<file path="src/rtl/fetch_unit_if.sv">
// Fetch-stage bundle: hazard/redirect controls, instruction-memory port and decode-side outputs.
// The master modport is the fetch unit; the slave modport is the surrounding pipeline and memory.
interface fetch_unit_if;
  logic        stall;
  logic        redirect;
  logic [31:0] redirect_pc;

  logic        imem_cen;
  logic        imem_wen;
  logic [31:0] imem_addr;
  logic        imem_hold;
  logic        imem_flush;
  logic [31:0] imem_q;

  logic        if_valid;
  logic [31:0] if_instr;
  logic [31:0] if_pc;
  logic [31:0] if_pc4;
  logic        fetch_fault;

  modport master (
    input  stall, redirect, redirect_pc, imem_q,
    output imem_cen, imem_wen, imem_addr, imem_hold, imem_flush,
    output if_valid, if_instr, if_pc, if_pc4, fetch_fault
  );

  modport slave (
    output stall, redirect, redirect_pc, imem_q,
    input  imem_cen, imem_wen, imem_addr, imem_hold, imem_flush,
    input  if_valid, if_instr, if_pc, if_pc4, fetch_fault
  );
endinterface

</file>
<file path="src/rtl/fetch_unit.sv">
// MIPS instruction-fetch stage: owns the PC, drives the synchronous imem and re-aligns Q with its PC.
// Optional misaligned-redirect trap enabled by defining FETCH_ALIGN_CHECK_EN.
module fetch_unit #(
  parameter logic [31:0] RESET_PC = 32'h0000_0000
) (
  input  logic         clk,
  input  logic         rst,
  fetch_unit_if.master bus
);

  typedef enum logic [1:0] {
    BOOT  = 2'd0,
    RUN   = 2'd1,
    REDIR = 2'd2,
    FAULT = 2'd3
  } state_e;

  state_e      state_q, state_d;
  logic [31:0] pc_q, pc_d;     // address currently presented to imem
  logic [31:0] qpc_q, qpc_d;   // PC of the word now on imem_q
  logic [31:0] target_pc;
  logic        misaligned;

  // Reading the full vector keeps the low bits live even when the trap is compiled out.
  assign target_pc  = bus.redirect_pc & 32'hFFFF_FFFC;
  assign misaligned = (bus.redirect_pc & 32'h0000_0003) != 32'h0;

  always_comb begin
    state_d = state_q;
    pc_d    = pc_q;
    qpc_d   = qpc_q;
    if (bus.redirect) begin
      pc_d    = target_pc;
      state_d = REDIR;
`ifdef FETCH_ALIGN_CHECK_EN
      if (misaligned) state_d = FAULT;
`endif
    end else if (!bus.stall) begin
      case (state_q)
        BOOT, RUN, REDIR: begin
          pc_d    = pc_q + 32'd4;
          qpc_d   = pc_q;
          state_d = RUN;
        end
        default: begin
          state_d = state_q;
        end
      endcase
    end
  end

  always_ff @(posedge clk) begin
    if (rst) begin
      state_q <= BOOT;
      pc_q    <= RESET_PC;
      qpc_q   <= 32'h0;
    end else begin
      state_q <= state_d;
      pc_q    <= pc_d;
      qpc_q   <= qpc_d;
    end
  end

  // Memory controls: flush wins over hold, so the two can never be asserted together.
  assign bus.imem_cen   = (state_q != FAULT);
  assign bus.imem_wen   = 1'b0;
  assign bus.imem_addr  = pc_q;
  assign bus.imem_flush = rst | bus.redirect;
  assign bus.imem_hold  = ~rst & ~bus.redirect & bus.stall;

  assign bus.if_valid = (state_q == RUN);
  assign bus.if_instr = (state_q == RUN) ? bus.imem_q : 32'h0;
  assign bus.if_pc    = qpc_q;
  assign bus.if_pc4   = qpc_q + 32'd4;

`ifdef FETCH_ALIGN_CHECK_EN
  assign bus.fetch_fault = (state_q == FAULT);
`else
  assign bus.fetch_fault = 1'b0;
  logic unused_misaligned;
  assign unused_misaligned = misaligned;
`endif

endmodule
</file>
<file path="src/flat_wrapper.sv">
// flat-port wrapper written by rule: the top's interface ports become plain ports
module fetch_unit_flat 
#(
  parameter logic [31:0] RESET_PC = 32'h0000_0000
)
  (clk, rst, bus_stall, bus_redirect, bus_redirect_pc, bus_imem_q, bus_imem_cen, bus_imem_wen, bus_imem_addr, bus_imem_hold, bus_imem_flush, bus_if_valid, bus_if_instr, bus_if_pc, bus_if_pc4, bus_fetch_fault);
  fetch_unit_if bus_i ();
  input  logic clk;
  input  logic rst;
  input wire logic [$bits(bus_i.stall)-1:0] bus_stall;
  input wire logic [$bits(bus_i.redirect)-1:0] bus_redirect;
  input wire logic [$bits(bus_i.redirect_pc)-1:0] bus_redirect_pc;
  input wire logic [$bits(bus_i.imem_q)-1:0] bus_imem_q;
  output wire logic [$bits(bus_i.imem_cen)-1:0] bus_imem_cen;
  output wire logic [$bits(bus_i.imem_wen)-1:0] bus_imem_wen;
  output wire logic [$bits(bus_i.imem_addr)-1:0] bus_imem_addr;
  output wire logic [$bits(bus_i.imem_hold)-1:0] bus_imem_hold;
  output wire logic [$bits(bus_i.imem_flush)-1:0] bus_imem_flush;
  output wire logic [$bits(bus_i.if_valid)-1:0] bus_if_valid;
  output wire logic [$bits(bus_i.if_instr)-1:0] bus_if_instr;
  output wire logic [$bits(bus_i.if_pc)-1:0] bus_if_pc;
  output wire logic [$bits(bus_i.if_pc4)-1:0] bus_if_pc4;
  output wire logic [$bits(bus_i.fetch_fault)-1:0] bus_fetch_fault;
  assign bus_i.stall = bus_stall;
  assign bus_i.redirect = bus_redirect;
  assign bus_i.redirect_pc = bus_redirect_pc;
  assign bus_i.imem_q = bus_imem_q;
  assign bus_imem_cen = bus_i.imem_cen;
  assign bus_imem_wen = bus_i.imem_wen;
  assign bus_imem_addr = bus_i.imem_addr;
  assign bus_imem_hold = bus_i.imem_hold;
  assign bus_imem_flush = bus_i.imem_flush;
  assign bus_if_valid = bus_i.if_valid;
  assign bus_if_instr = bus_i.if_instr;
  assign bus_if_pc = bus_i.if_pc;
  assign bus_if_pc4 = bus_i.if_pc4;
  assign bus_fetch_fault = bus_i.fetch_fault;
  fetch_unit #(.RESET_PC(RESET_PC)) u_core (.clk(clk), .rst(rst), .bus(bus_i));
endmodule
</file>
<file path="config.mk">
export PLATFORM = sky130hd
export DESIGN_NAME = fetch_unit_flat
export DESIGN_NICKNAME = d
export VERILOG_FILES = /design/src/rtl/fetch_unit_if.sv /design/src/rtl/fetch_unit.sv /design/src/flat_wrapper.sv
export SDC_FILE = /design/constraint.sdc
export NUM_CORES = 1
export LEC_CHECK = 0
export CORE_MARGIN = 2
export CORE_UTILIZATION = 39
export DETAILED_ROUTE_END_ITERATION = 8
export PLACE_DENSITY = 0.81
export SYNTH_ARGS = -nofsm -noshare
export SYNTH_HDL_FRONTEND = slang
export SYNTH_SLANG_ARGS = --single-unit
</file>
<file path="constraint.sdc">
create_clock -name clk -period 2.2 [get_ports clk]
set_input_delay 0.33 -clock clk [delete_from_list [all_inputs] [get_ports clk]]
set_output_delay 0.33 -clock clk [all_outputs]
set_load 0.01 [all_outputs]
</file>
==> flow_summary.yaml <==
floorplan:
  fp.dieH_um: 99.9
  io_pins: 202
  core_area_sq_mm: 0.00881
  die_w_um: 99.9
  initial_core_util: 0.407
  die-area_sq_mm: 0.00998
  num_rows: 34
yosys:
  synth_common_cells: "nand2_1 (98), dfxtp_1 (62), a21oi_1 (44)"
  yosysMostFrequentCell: "nand2_1"
  netlist_top_cells_area: "dfxtp_1 (35%), nand2_1 (10%), xnor2_1 (7.6%), and2_1 (6.6%), a21oi_1 (6.1%)"
  synthArstFlopShare: 0
  synth_edf_count: 0
  yosysSeqAreaShare: 0.346
  yosys_warnings: 0
  synth_top_area_frac: 0.346
  synth_area_per_cell_sq_um: 7.52
  synth_cells: 477
  synth_area_leader_cell: "dfxtp_1"
  ys_types: 35
  synth_area_sq_mm: 0.00359
  synth_flop_cell: "dfxtp_1"
  synth_seq_cells: 62
sta:
  rsz0062_at_grt: "true"
  finalSetupViolations: 1
  tightestPinTransition_ns: 0.632
  period_share: 1.00
  relSlewSlack: 0.579
  slew_viol_final: 0
  finalHoldViolations: 0
  fin_crit_ns: 2.20
  fmax_mhz: 454
  layout_setup_ws_ns: -0.000253
  tns_ns: -0.000253
  whs_ns: 0.411
  skew_ns: 0.00801
grt:
  grt.met2_usage: 0.459
  grt.met3_usage: 0.0641
  gr-usage-all-layers: 0.253
  grt_max_degree: 62
  grt_pass1_wl_um: 20000
  grt_overflow: 0
  use_met1: 0.272
  grt_pass1_vias: 4189
  top_usage_layer: "met2"
  antenna_found_initial: 1
pwr:
  power_density_mw_per_mm2: 471
  ir_drop_mv: 0.299
  power_leakage_nw: 2.42
route:
  vias: 4297
  wl_per_cell_um: 15.6
  dr.pass1.iters: 5
  drt_iter0_markers: 231
  vias_per_cell: 5.22
  wirelength_um: 12800
  final_antenna_net_count: 0
  drc: 0
layout:
  final_util: 0.692
  syn2layout_area_growth_pct: 69.9
  finalInstanceArea_sq_mm: 0.00609
  drive_gt1_frac: 0.154
  final_nets: 779
  final-instance-count-excl-fill: 823
placed_design:
  detailed_place_hpwl_um: 9960
  postPlaceCellArea_sq_mm: 0.00588
  port_buffers: 191
  place.gp.congestion: 0.888
  dp_cells: 799
critical_path:
  worstPathArrival_ns: 1.87
  end_kind: "primary output"
  crit_type: "flop to primary output"
  required_ns: 1.87
  startpoint_type: "flop"
  worstPathMaxFanout: 5
  worstRegToRegCells: 6
worst_hold_path:
  min_path_cells: 5
  min_path_type: "input pin to flop"
clocking:
  clk_latency_ns: 0.34
  cts.sinks: 62
  htreeDepth: 3
  root_buffer: "clkbuf_8"
  cts_tree: "done"
  clkSlewWorstSetupHoldPaths_ns: 0.07
  cts_made_buffers: 9
  ctsLongestPathBuffers: 2
run:
  max-cap-violations: 0
status:
  outcome: "finished with violations"
  violations: "negative setup slack"
[worst paths after layout]
path                      startpoint                        to  slack, ns
max              u_core.bus.if_pc[7]            bus_if_pc4[31]    -0.0003
min                              rst         u_core.state_q[0]       0.41
max reg2reg  u_core.bus.imem_addr[2]  u_core.bus.imem_addr[26]       0.23
min reg2reg     u_core.bus.if_pc[31]      u_core.bus.if_pc[31]       0.49
[metrics by stage]
| step | power [mW] | worst slack, ns |
|---|---|---|
| floorplan | 1.49 | 0.216 |
| global placement | 1.86 | -0.0195 |
| detailed placement | 1.87 | -0.107 |
| CTS | 2.87 | -0.119 |
| global route | 2.98 | -0.122 |
| finish | 2.87 | -0.000253 |
[sequential cells by signal, indices dropped and copies added (netlist names)]
signal / count
u_core.bus.if_pc: 30
u_core.bus.imem_addr: 30
u_core.state_q: 2
[report_power, final]
part | internal, mW | switching, mW
clock network | 0.585 | 0.443
registers | 1.18 | 0.0712
logic | 0.337 | 0.257
total | 2.10 | 0.771
[area by class of cell]
type                    instances  area [sq um]
fillers                       702          2720
clock inverters                 3          42.5
multi-input cells             382          2220
inverters                       8          30.0
clock buffers                  13           159
repair buffers                246          2250
well taps                     108           135
diodes                          1          2.50
flip-flops and latches         62          1250
[critical path, cell delays in order, from the launching register on]
cell and delay, ns:
dfxtp_2 0.33, and4_4 0.23, nand4_1 0.15, nor2_1 0.15, buf_4 0.15, nand4_1 0.16, xnor2_1 0.20, buf_2 0.16
[cell families (layout without fill, tap and decap cells)]
| family | count (synthesis) | in the layout | share of synthesized area |
|---|---|---|---|
| flops | 62 | 62 | 0.346 |
| buf+inv | 40 | 270 | 0.0509 |
| other cells | 1 | 9 | 0.00105 |
| mux | 2 | 2 | 0.00558 |
| fa+ha+maj | 2 | 2 | 0.00698 |
| compound gates | 68 | 68 | 0.111 |
| simple gates | 249 | 249 | 0.349 |
| xor+xnor | 53 | 53 | 0.129 |
[cell usage in the layout (no fill, tap or decap), drive strengths merged, types with 14 or more instances in the layout]
| master | instances |
|---|---|
| clkdlybuf4s50 | 163 |
| nand2 | 98 |
| buf | 71 |
| dfxtp | 62 |
| a21oi | 44 |
| and2 | 38 |
| nor2 | 36 |
| xnor2 | 31 |
| nand4 | 27 |
| nand3 | 24 |
| xor2 | 22 |
| clkbuf | 16 |
| a211oi | 14 |
[metal layers]
metal / part of all wire / up-vias
li1: - / 2079
met1: 0.37 / 1971
met2: 0.52 / 212
met3: 0.083 / 35
met4: 0.032 / 0
met5: 0 / -
[what timing repair did]
item | CTS | global route
pin swaps | 6 | 14
endpoints found under the setup margin | 42 | 54
hold endpoints to repair | 0 | 0
cloned | 1 | 0
gates resized for setup | 77 | 21
hold buffers | 0 | 0
buffers inserted | 2 | 4
(Power assumes the default switching activity.)
